## src/rtl/mem_lsu.sv

```systemverilog
// MEM-stage load/store unit: one outstanding dcache access, lane steering, load extension, timeout abort.
// Optional macro LSU_MISALIGN_TRAP_EN turns misaligned half/word accesses into immediate error responses.
module mem_lsu #(
    parameter int unsigned TIMEOUT_CYCLES = 16
) (
    input  logic        clock,
    input  logic        reset,
    input  logic        req_valid,
    output logic        req_ready,
    input  logic        req_we,
    input  logic [1:0]  req_size,
    input  logic        req_unsigned,
    input  logic [31:0] req_addr,
    input  logic [31:0] req_wdata,
    input  logic [4:0]  req_rd,
    output logic        mem_req,
    output logic        mem_we,
    output logic [31:0] mem_addr,
    output logic [3:0]  mem_be,
    output logic [31:0] mem_wdata,
    input  logic [31:0] mem_rdata,
    input  logic        mem_ack,
    output logic        rsp_valid,
    output logic [31:0] rsp_rdata,
    output logic [4:0]  rsp_rd,
    output logic        rsp_err,
    output logic        stall
);

    typedef enum logic [1:0] {
        ST_IDLE   = 2'd0,
        ST_ACCESS = 2'd1,
        ST_RESP   = 2'd2
    } state_e;

    localparam logic [7:0] LAST_CNT = 8'(TIMEOUT_CYCLES - 1);

    function automatic logic [3:0] lane_be(input logic [1:0] size, input logic [1:0] off);
        case (size)
            2'b00:   lane_be = 4'b0001 << off;
            2'b01:   lane_be = off[1] ? 4'b1100 : 4'b0011;
            default: lane_be = 4'b1111;
        endcase
    endfunction

    function automatic logic [31:0] lane_wdata(input logic [1:0] size, input logic [31:0] wd);
        case (size)
            2'b00:   lane_wdata = {4{wd[7:0]}};
            2'b01:   lane_wdata = {2{wd[15:0]}};
            default: lane_wdata = wd;
        endcase
    endfunction

    function automatic logic [31:0] load_extend(input logic [31:0] rd_word, input logic [1:0] size,
                                                input logic [1:0] off, input logic uns);
        logic [7:0]  b;
        logic [15:0] h;
        case (off)
            2'd0:    b = rd_word[7:0];
            2'd1:    b = rd_word[15:8];
            2'd2:    b = rd_word[23:16];
            default: b = rd_word[31:24];
        endcase
        h = off[1] ? rd_word[31:16] : rd_word[15:0];
        case (size)
            2'b00:   load_extend = uns ? {24'd0, b} : {{24{b[7]}}, b};
            2'b01:   load_extend = uns ? {16'd0, h} : {{16{h[15]}}, h};
            default: load_extend = rd_word;
        endcase
    endfunction

    // Requests that must be answered with an error and never reach the dcache.
    function automatic logic req_is_err(input logic [1:0] size, input logic [1:0] off);
        req_is_err = (size == 2'b11);
`ifdef LSU_MISALIGN_TRAP_EN
        if ((size == 2'b01) && off[0]) begin
            req_is_err = 1'b1;
        end else if ((size == 2'b10) && (off != 2'b00)) begin
            req_is_err = 1'b1;
        end else begin
            req_is_err = req_is_err;
        end
`endif
    endfunction

    state_e      state_q, state_d;
    logic [7:0]  cnt_q, cnt_d;
    logic        we_q, we_d;
    logic [1:0]  size_q, size_d;
    logic        uns_q, uns_d;
    logic [1:0]  off_q, off_d;
    logic [4:0]  rd_q, rd_d;
    logic [31:0] addr_q, addr_d;
    logic [31:0] wdata_q, wdata_d;
    logic [3:0]  be_q, be_d;
    logic [31:0] rsp_rdata_q, rsp_rdata_d;
    logic [4:0]  rsp_rd_q, rsp_rd_d;
    logic        rsp_err_q, rsp_err_d;
    logic        handshake_s;

    assign req_ready   = (state_q != ST_ACCESS);
    assign handshake_s = req_valid && req_ready;
    assign mem_req     = (state_q == ST_ACCESS);
    assign mem_we      = we_q;
    assign mem_addr    = addr_q;
    assign mem_be      = be_q;
    assign mem_wdata   = wdata_q;
    assign rsp_valid   = (state_q == ST_RESP);
    assign rsp_rdata   = rsp_rdata_q;
    assign rsp_rd      = rsp_rd_q;
    assign rsp_err     = rsp_err_q;
    assign stall       = !reset && (handshake_s || (state_q == ST_ACCESS));

    // Next-state, request latching and response formation.
    always_comb begin
        state_d     = state_q;
        cnt_d       = cnt_q;
        we_d        = we_q;
        size_d      = size_q;
        uns_d       = uns_q;
        off_d       = off_q;
        rd_d        = rd_q;
        addr_d      = addr_q;
        wdata_d     = wdata_q;
        be_d        = be_q;
        rsp_rdata_d = rsp_rdata_q;
        rsp_rd_d    = rsp_rd_q;
        rsp_err_d   = rsp_err_q;
        case (state_q)
            ST_ACCESS: begin
                cnt_d = cnt_q + 8'd1;
                if (mem_ack) begin
                    state_d     = ST_RESP;
                    rsp_rdata_d = we_q ? 32'd0 : load_extend(mem_rdata, size_q, off_q, uns_q);
                    rsp_err_d   = 1'b0;
                    rsp_rd_d    = rd_q;
                end else if (cnt_q == LAST_CNT) begin
                    state_d     = ST_RESP;
                    rsp_rdata_d = 32'd0;
                    rsp_err_d   = 1'b1;
                    rsp_rd_d    = rd_q;
                end else begin
                    state_d = ST_ACCESS;
                end
            end
            ST_IDLE, ST_RESP: begin
                if (handshake_s) begin
                    cnt_d   = 8'd0;
                    we_d    = req_we;
                    size_d  = req_size;
                    uns_d   = req_unsigned;
                    off_d   = req_addr[1:0];
                    rd_d    = req_rd;
                    addr_d  = {req_addr[31:2], 2'b00};
                    wdata_d = lane_wdata(req_size, req_wdata);
                    be_d    = lane_be(req_size, req_addr[1:0]);
                    if (req_is_err(req_size, req_addr[1:0])) begin
                        state_d     = ST_RESP;
                        rsp_rdata_d = 32'd0;
                        rsp_err_d   = 1'b1;
                        rsp_rd_d    = req_rd;
                    end else begin
                        state_d = ST_ACCESS;
                    end
                end else begin
                    state_d = ST_IDLE;
                end
            end
            default: begin
                state_d = ST_IDLE;
            end
        endcase
    end

    // State and datapath registers.
    always_ff @(posedge clock or posedge reset) begin
        if (reset) begin
            state_q     <= ST_IDLE;
            cnt_q       <= 8'd0;
            we_q        <= 1'b0;
            size_q      <= 2'd0;
            uns_q       <= 1'b0;
            off_q       <= 2'd0;
            rd_q        <= 5'd0;
            addr_q      <= 32'd0;
            wdata_q     <= 32'd0;
            be_q        <= 4'd0;
            rsp_rdata_q <= 32'd0;
            rsp_rd_q    <= 5'd0;
            rsp_err_q   <= 1'b0;
        end else begin
            state_q     <= state_d;
            cnt_q       <= cnt_d;
            we_q        <= we_d;
            size_q      <= size_d;
            uns_q       <= uns_d;
            off_q       <= off_d;
            rd_q        <= rd_d;
            addr_q      <= addr_d;
            wdata_q     <= wdata_d;
            be_q        <= be_d;
            rsp_rdata_q <= rsp_rdata_d;
            rsp_rd_q    <= rsp_rd_d;
            rsp_err_q   <= rsp_err_d;
        end
    end

endmodule
```

## config.mk

```make
export PLATFORM = sky130hd
export DESIGN_NAME = mem_lsu
export DESIGN_NICKNAME = d
export VERILOG_FILES = /design/src/rtl/mem_lsu.sv
export SDC_FILE = /design/constraint.sdc
export NUM_CORES = 1
export LEC_CHECK = 0
export CORE_UTILIZATION = 48
export DETAILED_ROUTE_END_ITERATION = 6
export GPL_TIMING_DRIVEN = 0
export PLACE_DENSITY = 0.94
export RECOVER_POWER = 50
export SYNTH_ARGS = -nofsm -noshare
export SYNTH_HDL_FRONTEND = slang
export SYNTH_SLANG_ARGS = --single-unit
```

## constraint.sdc

```tcl
create_clock -name clock -period 7.8 [get_ports clock]
set_input_delay 1.56 -clock clock [delete_from_list [all_inputs] [get_ports clock]]
set_output_delay 1.56 -clock clock [all_outputs]
set_load 0.1 [all_outputs]
```

==> metrics.md, run 1 <==
| Metric | Value |
|---|---|
| First-pass GRT wire length | 29.4 mm |
| F_max | 0.200 GHz |
| Area contributors post-synth | dfrtp_1 (54%), nand2_1 (12%), mux2i_1 (5.9%), o21ai_0 (4.1%), mux2_1 (2.1%) |
| Place WS | 2.86 ns |
| Synth area leader | dfrtp_1 |
| Post-CTS Setup Inserts | 0 |
| Drt first-iter violations | 425 |
| Unrepaired setup endpoints after global routing | no |
| Max-cap violations | 1 |
| Complex-gate fraction of the synthesized area | 14.1% |
| Vias in the first global route | 5,792 |
| Htree depth | 4 |
| Async S/R FF share, synth | 100% |
| Post-synth EDFFs | 0 |
| Routed WL | 18.4 mm |
| Int Pwr | 1650 µW |
| Status | finished, violations left |
| Layout Utilization | 75.1% |
| Skew-Pair Late Insertion Delay | 0.41 ns |
| Synth Cell Area | 5780 µm² |
| # resized after CTS | 0 |
| Worst Path Max Fanout | 3 |
| Simple-Gate Fraction of Synth Area | 17.6% |
| Routed length per instance | 18.3 µm |
| GRT overflow | 0 |
| Clk buf depth | 2 |
| Fin crit share | 64.2% |
| XOR/XNOR Fraction of Synth Area | 0.303% |
| Average size of a mapped cell | 9.44 µm² |
| Yosys warns | 0 |
| Seq/Total Area, Yosys | 54.2% |
| Clk_skew | 0.0117 ns |
| Required @ worst endpoint | 6.24 ns |
| DR vias | 5,557 |
| Peak supply drop | 0.230 mV |
| Via-per-instance ratio | 5.52 |
| Top FF cell, synth | dfrtp_1 |
| Hpwl dp | 13.2 mm |
| WS Path Type | in -> out |
| Initial antenna violation count | 0 |
| Die Y | 112 µm |
| Layout area overhead | 50.5% |
| Share of the synthesized area in the top cell type | 54.2% |
| # DRC | 16 |
| Sw frac | 50.3% |
| Chip Width | 112 µm |
| CP startpoint kind | input port |
| Initial Utilization | 49.9% |
| Max-Slew Margin vs Limit | -43.0% |
| Top-count cell post-synth | nand2_1 |
| CTS tree | built |
| Commonest cells in the netlist | nand2_1 (190), dfrtp_1 (125), o21ai_0 (47) |
| Yosys reg bits | 125 |
| Violated checks | design-rule violations, max-capacitance violations, max-slew violations |
| Fin Setup TNS | 0 ns |
| Routability congestion estimate | 0.955 |
| Clock Sinks | 125 |
| Slew at the pin closest to its max-slew limit | 2.13 ns |
| Share of cells above drive strength 1 | 6.03% |
| Sw Pwr | 1680 µW |
| Synthesized-area fraction occupied by adder cells | 0.217% |
| Die footprint | 12,500 µm² |
| Arr. time, crit path | 3.45 ns |
| Leak pwr | 0.00386 µW |
| Core ar. | 11,600 µm² |
| Nets | 960 |
| Mux share of post-synthesis cell area | 9.21% |
| Hold Crit Class | reg -> reg |
| Distinct cells, synth | 44 |
| Clock share of power | 22.1% |
| I/O Pins | 220 |
| Setup WS post-layout | 2.79 ns |
| Sequential share of power | 26.6% |
| PwrDens | 383 nW/µm² |
| Gr usage total | 30.6% |
| Final antenna-violating net count | 0 |
| Post-CTS Hold Buffers | 0 |
| Clock edge transition at the registers on the reported setup and hold paths | 0.05 ns |
| CTS buffer count | 17 |
| Final hold viol count | 0 |
| Combinational fraction of design power | 51.2% |
| Largest family of logic cells by synthesized area | simple AND/OR/NAND/NOR gates |
| Largest net degree at the start of global routing | 81 |
| Drt pass-1 iters | 7 |
| Finish-stage setup viols | 0 |
| Port buffer count | 217 |
| Post-synthesis cell count | 612 |
| Min Tclk post-route | 5.01 ns |
| Row cnt | 39 |
| Fin. max-slew vios | 46 |
| Ant diodes | 0 |
| Clk root buf | clkbuf_16 |
| Crit end category | output pin |
[routing by layer]
metal	wire length (µm)	up-vias	global-route usage [%]
met5	0	-	0
met4	525	0	13.7
li1	-	2578	-
met1	7160	2659	35.8
met2	8970	279	51.5
met3	1710	41	9.74
[power by group through the flow]
stage | Combinational [µW] | Sequential, µW | Clock, µW
3_3_place_gp | 1680 | 885 | 0
6_report | 1710 | 886 | 737
2_1_floorplan | 303 | 1840 | 0
5_1_grt | 1770 | 904 | 777
4_1_cts | 1710 | 886 | 740
3_5_place_dp | 1700 | 891 | 0
[critical path, cell delays in order]
cell	delay, ns
dlygate4sd3_1	0.58
nor2_1	0.06
nor2_1	0.11
clkdlybuf4s50_1	1.14
[state kept, by name, indices dropped and copies added (netlist names)]
signal,cells
rd_q,5
mem_be,4
rsp_err,1
mem_addr,30
cnt_q,8
state_q,2
uns_q,1
rsp_rd,5
size_q,2
mem_wdata,32
off_q,2
rsp_rdata,32
mem_we,1
[logic make-up after synthesis]
| group | Yosys count |
|---|---|
| AOI/OAI and AO/OA | 129 |
| xor gates and xnor gates | 2 |
| adders and majority gates | 1 |
| buffers and inverters | 56 |
| DFF | 125 |
| muxes | 51 |
| other | 1 |
| and+or+nand+nor | 247 |
[area by class of cell]
class / count / area, µm²
Fill cell: 811 / 2870
Timing Repair Buffer: 218 / 2200
Tap cell: 143 / 179
Clock inverter: 8 / 65.1
Sequential cell: 125 / 3130
Multi-Input combinational cell: 432 / 2390
Buffer: 45 / 208
Clock buffer: 24 / 482
Inverter: 11 / 42.5
[placed cells by master, fill, tap and decap left out, drive strengths merged, types with 3 or more instances in the layout]
master,synthesis,layout
buf,20,15
o221ai,7,7
o31ai,3,3
nor3,19,19
o21ai,47,47
o2bb2ai,10,10
nor2,22,22
o22ai,10,10
nand2b,7,7
nand2,190,190
inv,10,9
a31oi,19,19
a21oi,17,17
mux2,17,17
dfrtp,125,125
mux2i,34,34
a221oi,8,8
clkbuf,25,55
clkdlybuf4s50,0,215
clkinv,1,8
[path summary, 6_finish.rpt]
check / start / endpoint / slack, ns / depth (start not counted)
worst max-delay path: req_valid / stall / 2.79 / 4
worst min-delay path: rd_q[0] / rd_q[0] / 0.47 / 2
worst max register to register: state_q[0] / rsp_rd[1] / 4.92 / 8
worst min register to register: rd_q[0] / rd_q[0] / 0.47 / 2
max in group asynchronous: reset / mem_wdata[13] / 4.50 / 3
min in group asynchronous: reset / rsp_rdata[5] / 2.21 / 2
[metrics by stage]
stage / hold slack, ns / instances / area, µm² / power (µW)
6_report: 0.470 / 1006 / 8690 / 3330
4_1_cts: 0.473 / 1006 / 8710 / 3330
3_3_place_gp: 0.452 / 973 / 8130 / 2570
5_1_grt: 0.494 / 1006 / 8690 / 3450
2_1_floorplan: 0.440 / 613 / 5780 / 2140
3_5_place_dp: 0.460 / 974 / 8160 / 2590
No activity file was read; power rests on OpenSTA's default activity.
==> inputs of run 2 (changes only) <==
--- a/config.mk
+++ b/config.mk
@@ -5,10 +5,10 @@
 export SDC_FILE = /design/constraint.sdc
 export NUM_CORES = 1
 export LEC_CHECK = 0
-export CORE_UTILIZATION = 48
+export CORE_UTILIZATION = 40
 export DETAILED_ROUTE_END_ITERATION = 6
 export GPL_TIMING_DRIVEN = 0
-export PLACE_DENSITY = 0.94
+export PLACE_DENSITY = 0.85
 export RECOVER_POWER = 50
 export SYNTH_ARGS = -nofsm -noshare
 export SYNTH_HDL_FRONTEND = slang
==> constraint.sdc (replaced) <==
create_clock -name clock -period 4.54 [get_ports clock]
set_input_delay 0.908 -clock clock [delete_from_list [all_inputs] [get_ports clock]]
set_output_delay 0.908 -clock clock [all_outputs]
set_load 0.1 [all_outputs]
==> run 2 against run 1 <==
  * The flow finishes with violations (max-capacitance violations, max-slew violations)
  * First-iteration DRC count fell by 16%
  * Sequential share of layout area fell by 0.42 points
  * Clock power rose by 94%
  * Worst setup slack got worse by 2.0 ns
  * Cell count rose by 3.5%
  * Die area rose by 20%
  * Register-to-register slack got worse by 3.3 ns
  * Non-clock buffer count did not move
  * Total power rose by 76%
  * Global-route usage fell by 5.4 points
  * Sequential cell count did not move
  * Hold slack improved by 0.0027 ns
==> metrics.md, run 2 (same netlist as run 1, synthesis figures left out) <==
| Metric | Value |
|---|---|
| CTS tree | built |
| Required @ worst endpoint | 3.63 ns (-2.61 ns) |
| Clock edge transition at the registers on the reported setup and hold paths | 0.05 ns (about the same) |
| Largest net degree at the start of global routing | 81 (unchanged) |
| Vias in the first global route | 5,553 (-4.1%) |
| Via-per-instance ratio | 5.28 (-4.3%) |
| # resized after CTS | 0 (unchanged) |
| Unrepaired setup endpoints after global routing | no |
| Max-Slew Margin vs Limit | -32.4% (+11 points) |
| Nets | 960 (unchanged) |
| GRT overflow | 0 (unchanged) |
| Skew-Pair Late Insertion Delay | 0.41 ns (about the same) |
| Filler cells | 1,154 (+42%) |
| Clk root buf | clkbuf_16 |
| Drt first-iter violations | 356 (-16%) |
| Violated checks | max-capacitance violations, max-slew violations |
| Setup WS post-layout | 0.781 ns (-2.01 ns) |
| Multi-input gate area | 2390 µm² (unchanged) |
| Worst Path Max Fanout | 10 (+7) |
| Routed length per instance | 17.2 µm (-5.7%) |
| Layout area overhead | 52.3% |
| Clk_skew | 0.00599 ns (-0.00573 ns) |
| Share of cells above drive strength 1 | 5.81% (-0.22 points) |
| Peak supply drop | 0.406 mV (+76%) |
| Clock Sinks | 125 (unchanged) |
| F_max | 0.266 GHz |
| Hold Slack | 0.472 ns (+0.00267 ns) |
| CP startpoint kind | flop |
| DR vias | 5,501 (-1.0%) |
| I/O Pins | 220 (unchanged) |
| Port buffer count | 217 (unchanged) |
| Fin crit share | 82.8% |
| Routability congestion estimate | 0.916 (-4.0%) |
| Die Y | 122 µm (+9.4%) |
| Arr. time, crit path | 2.85 ns (-0.60 ns) |
| PwrDens | 667 nW/µm² (+74%) |
| Gr usage total | 25.2% (-5.4 points) |
| Min Tclk post-route | 3.76 ns |
| Most frequent cells in the layout | clkdlybuf4s50_1 (215), nand2_1 (190), dfrtp_1 (125) |
| Chip Width | 122 µm (+9.4%) |
| Routed WL | 17.9 mm (-2.4%) |
| Initial Utilization | 41.3% (-8.7 points) |
| WS Path Type | reg -> out |
| Leak pwr | 0.00388 µW (+0.49%) |
| Crit end category | output pin |
| Finish-stage setup viols | 0 (unchanged) |
| Post-CTS Setup Inserts | 0 (unchanged) |
| Place WS | 0.938 ns (-1.92 ns) |
| Initial antenna violation count | 0 (unchanged) |
| Final hold viol count | 0 (unchanged) |
| Row cnt | 43 (+10%) |
| # DRC | 0 (-16) |
| Max-cap violations | 1 (unchanged) |
| Core ar. | 14,000 µm² (+21%) |
| Hpwl dp | 13.3 mm (+0.63%) |
| Most common cell after layout, fill and taps aside | clkdlybuf4s50_1 |
| Hold Crit Class | reg -> reg |
| Post-CTS Hold Buffers | 0 (unchanged) |
| Htree depth | 4 (unchanged) |
| Status | finished, violations left |
| Clk buf depth | 2 (unchanged) |
| Slew at the pin closest to its max-slew limit | 1.98 ns (-0.158 ns) |
| Ant diodes | 0 (unchanged) |
| Drt pass-1 iters | 5 (-2) |
| CTS buffer count | 17 (unchanged) |
| FF+latch area | 3130 µm² (unchanged) |
| Fin. max-slew vios | 47 (+2.2%) |
| Die footprint | 14,900 µm² (+20%) |
| First-pass GRT wire length | 28.1 mm (-4.2%) |
| Fin Setup TNS | 0 ns (unchanged) |
| Final antenna-violating net count | 0 (unchanged) |
run 2: stage by stage:
step,instances,util (%),total power [µW],area [µm²]
6_report,1041,62.9,5870,8790
5_1_grt,1041,62.9,6090,8790
4_1_cts,1041,63.1,5910,8830
3_5_place_dp,1011,58.7,4450,8210
3_3_place_gp,1010,58.5,4420,8180
2_1_floorplan,613,-,3680,5780
run 2: critical path, cell delays in order (launching register included):
cell and delay [ns]:
dfrtp_1 0.35, buf_2 0.20, nand2b_1 0.24, clkbuf_1 0.40
clkdlybuf4s50_1 1.24
run 2: area by class of cell:
cell class / instances / share of cell area (%)
flip-flops and latches: 125 / 35.6
multi-input cells: 432 / 27.1
repair buffers: 218 / 24.8
clock buffers: 24 / 5.59
well taps: 180 / 2.56
plain buffers: 45 / 2.36
clock inverters: 6 / 1.51
inverters: 11 / 0.484
run 2: final timing paths:
kind | start | end | slack [ns] | depth (start not counted)
max reg2reg | state_q[0] | rsp_rd[0] | 1.60 | 8
max | state_q[0] | req_ready | 0.78 | 4
max in group asynchronous | reset | mem_wdata[27] | 1.09 | 3
min reg2reg | mem_addr[14] | mem_addr[14] | 0.47 | 2
min in group asynchronous | reset | mem_addr[5] | 1.49 | 2
min | mem_addr[14] | mem_addr[14] | 0.47 | 2
run 2: metal layers:
layer	track usage (%)	share of wire, %
met5	0	0
met4	12.5	3.3
met2	41.0	47
met3	9.13	10
met1	29.3	40
run 2: report_power, final:
part	internal (µW)	switching, µW	total [µW]	leakage, µW
sequential	1370	148	1520	0.00156
combinational	681	2240	2920	0.00202
clock	970	463	1430	0.000302
==> inputs of run 3 (changes only) <==
==> constraint.sdc (replaced) <==
create_clock -name clock -period 3.29 [get_ports clock]
set_input_delay 0.658 -clock clock [delete_from_list [all_inputs] [get_ports clock]]
set_output_delay 0.658 -clock clock [all_outputs]
set_load 0.1 [all_outputs]
==> run 3 against run 2 <==
  * Die area is the same
  * The run still ends with max-capacitance violations, max-slew violations left
  * Sequential power grew 37%
  * Critical path depth is the same
  * Hold slack lost 0.0038 ns
  * Routed wire length grew 1.1%
  * Critical endpoint unchanged
  * Final area decreased by 0.63%
  * Clock power grew 19%
  * Sequential share of layout area increased by 0.22 points
==> metrics.md, run 3 (same netlist as run 1, synthesis figures left out) <==
| Metric | Value |
|---|---|
| Status | finished, violations left |
| Violated checks | max-capacitance violations, max-slew violations |
| Initial antenna violation count | 0 (unchanged) |
| Max-Slew Margin vs Limit | -3.86% (+29 points) |
| Hold Crit Class | reg -> reg |
| Max incr delay on CP | 0.94 ns (-0.30 ns) |
| Hold Slack | 0.469 ns (-0.00381 ns) |
| Chip Width | 122 µm (unchanged) |
| Required @ worst endpoint | 2.63 ns (-1.00 ns) |
| Largest net degree at the start of global routing | 41 (-49%) |
| F_max | 0.317 GHz |
| Top layer used by detailed routing | met4 |
| Place WS | 0.189 ns (-0.749 ns) |
| Share of cells above drive strength 1 | 6.25% (+0.44 points) |
| Htree depth | 4 (unchanged) |
| Vias in the first global route | 5,407 (-2.6%) |
| First-pass GRT wire length | 27.8 mm (-1.3%) |
| Drt first-iter violations | 403 (+13%) |
| Ant diodes | 0 (unchanged) |
| CTS tree | built |
| Wire length on met2 | 8.73 mm (+4.4%) |
| Die Y | 122 µm (unchanged) |
| Layout Utilization | 62.5% (-0.39 points) |
| CP top delay family | buffers and inverters |
| Worst Path Max Fanout | 10 (unchanged) |
| Unrepaired setup endpoints after global routing | no |
| Routability congestion estimate | 0.903 (-1.5%) |
| Final hold viol count | 0 (unchanged) |
| Core ar. | 14,000 µm² (unchanged) |
| Clk root buf | clkbuf_16 |
| Flop-to-flop setup slack | 0.44 ns (-1.16 ns) |
| Gr usage total | 24.9% (-0.32 points) |
| CTS buffer count | 17 (unchanged) |
| Tot Pwr | 7820 µW (+33%) |
| Post-CTS Hold Buffers | 0 (unchanged) |
| Via-per-instance ratio | 5.21 (-1.4%) |
| Setup WS post-layout | 0.132 ns (-0.649 ns) |
| Row cnt | 43 (unchanged) |
| Final antenna-violating net count | 0 (unchanged) |
| Nets | 962 (+0.21%) |
| GRT overflow | 0 (unchanged) |
| Fin crit share | 96.0% |
| CP Buf/Inv Count | 3 (unchanged) |
| Port buffer count | 217 (unchanged) |
| Metal3 WL | 1.75 mm (-6.9%) |
| Most frequent cells in the layout | clkdlybuf4s50_1 (210), nand2_1 (190), dfrtp_1 (125) |
| Drt pass-1 iters | 6 (+1) |
| Most common cell after layout, fill and taps aside | clkdlybuf4s50_1 |
| # DRC | 0 (unchanged) |
| PwrDens | 894 nW/µm² (+34%) |
| Crit end category | output pin |
| Clk_skew | 0.00546 ns (-0.000532 ns) |
| Fin Setup TNS | 0 ns (unchanged) |
| Clk buf depth | 2 (unchanged) |
| Slew at the pin closest to its max-slew limit | 1.56 ns (-0.417 ns) |
| Max-cap violations | 1 (unchanged) |
| Peak supply drop | 0.440 mV (+8.5%) |
| Die footprint | 14,900 µm² (unchanged) |
| Fin. max-slew vios | 33 (-30%) |
| Routed length per instance | 17.4 µm (+0.79%) |
| Hpwl dp | 13.6 mm (+2.4%) |
| Critical path's slowest cell | dlygate4sd2_1 |
| CP startpoint kind | flop |
| DR vias | 5,439 (-1.1%) |
| Met1 wire length | 7.27 mm (+2.5%) |
| Clock Sinks | 125 (unchanged) |
| Initial Utilization | 41.3% (unchanged) |
| WS Path Type | reg -> out |
| Leak pwr | 0.00388 µW (+0.14%) |
| I/O Pins | 220 (unchanged) |
| Clock edge transition at the registers on the reported setup and hold paths | 0.05 ns (about the same) |
| Routed WL | 18.1 mm (+1.1%) |
| Finish-stage setup viols | 0 (unchanged) |
| Layout area overhead | 51.3% |
| Arr. time, crit path | 2.50 ns (-0.35 ns) |
| Min Tclk post-route | 3.16 ns |
| Crit path cell chain | buf_2 > nand2b_1 > clkbuf_1 > dlygate4sd2_1 |
| Skew-Pair Late Insertion Delay | 0.41 ns (about the same) |
==> run 3: changes by cell type in the layout (fill, tap and decap cells not counted), moves of 3 or more <==
cell             previous run  this run
clkdlybuf4s50_1           215       210
clkinv_2                    1         6
bufinv_16                   4         0
clkbuf_1                   34        30
buf_1                       2         5
==> run 3: path summary, 6_finish.rpt <==
kind / to / cells after the start / start
worst min register to register: rd_q[1] / 2 / rd_q[1]
max in group asynchronous: rsp_rdata[30] / 3 / reset
min in group asynchronous: mem_addr[10] / 2 / reset
worst min-delay path: rd_q[1] / 2 / rd_q[1]
worst max-delay path: req_ready / 4 / state_q[0]
worst max register to register: rsp_rdata[3] / 8 / state_q[0]
==> run 3: routing by layer <==
metal	vias to the layer above	global-route usage [%]
met1	2577	29.1
met2	260	41.7
met3	31	7.87
li1	2571	-
met4	0	11.1
met5	-	0
==> run 3: worst min-delay path, delay by kind of cell, from the launching register on <==
family | cells | cell delay, ns
DFF | 1 | 0.34
and+or+nand+nor | 2 | 0.10
==> run 3: stage by stage <==
stage	area (µm²)	std cells
after global placement	8180	1010
after floorplan	5780	613
after global routing	8740	1044
final	8740	1044
after detailed placement	8240	1013
after CTS	8780	1044
==> run 3: area by class of cell <==
cell class | instances | area, µm²
sequential | 125 | 3130
inverter | 11 | 42.5
fill | 1161 | 5250
clock buffer | 24 | 502
multi-input combinational | 432 | 2390
timing repair buffer | 220 | 2210
buffer | 45 | 208
tap | 180 | 225
clock inverter | 7 | 37.5
==> run 3: repair_timing <==
action,CTS,global route
endpoints found under the setup margin,2,1
gates resized for setup,2,1
hold endpoints to repair,0,0
buffers inserted,0,0
==> run 3: power by group <==
group,switching [µW],internal (µW)
clock,646,1050
combinational,3090,940
sequential,203,1890
total,3940,3880
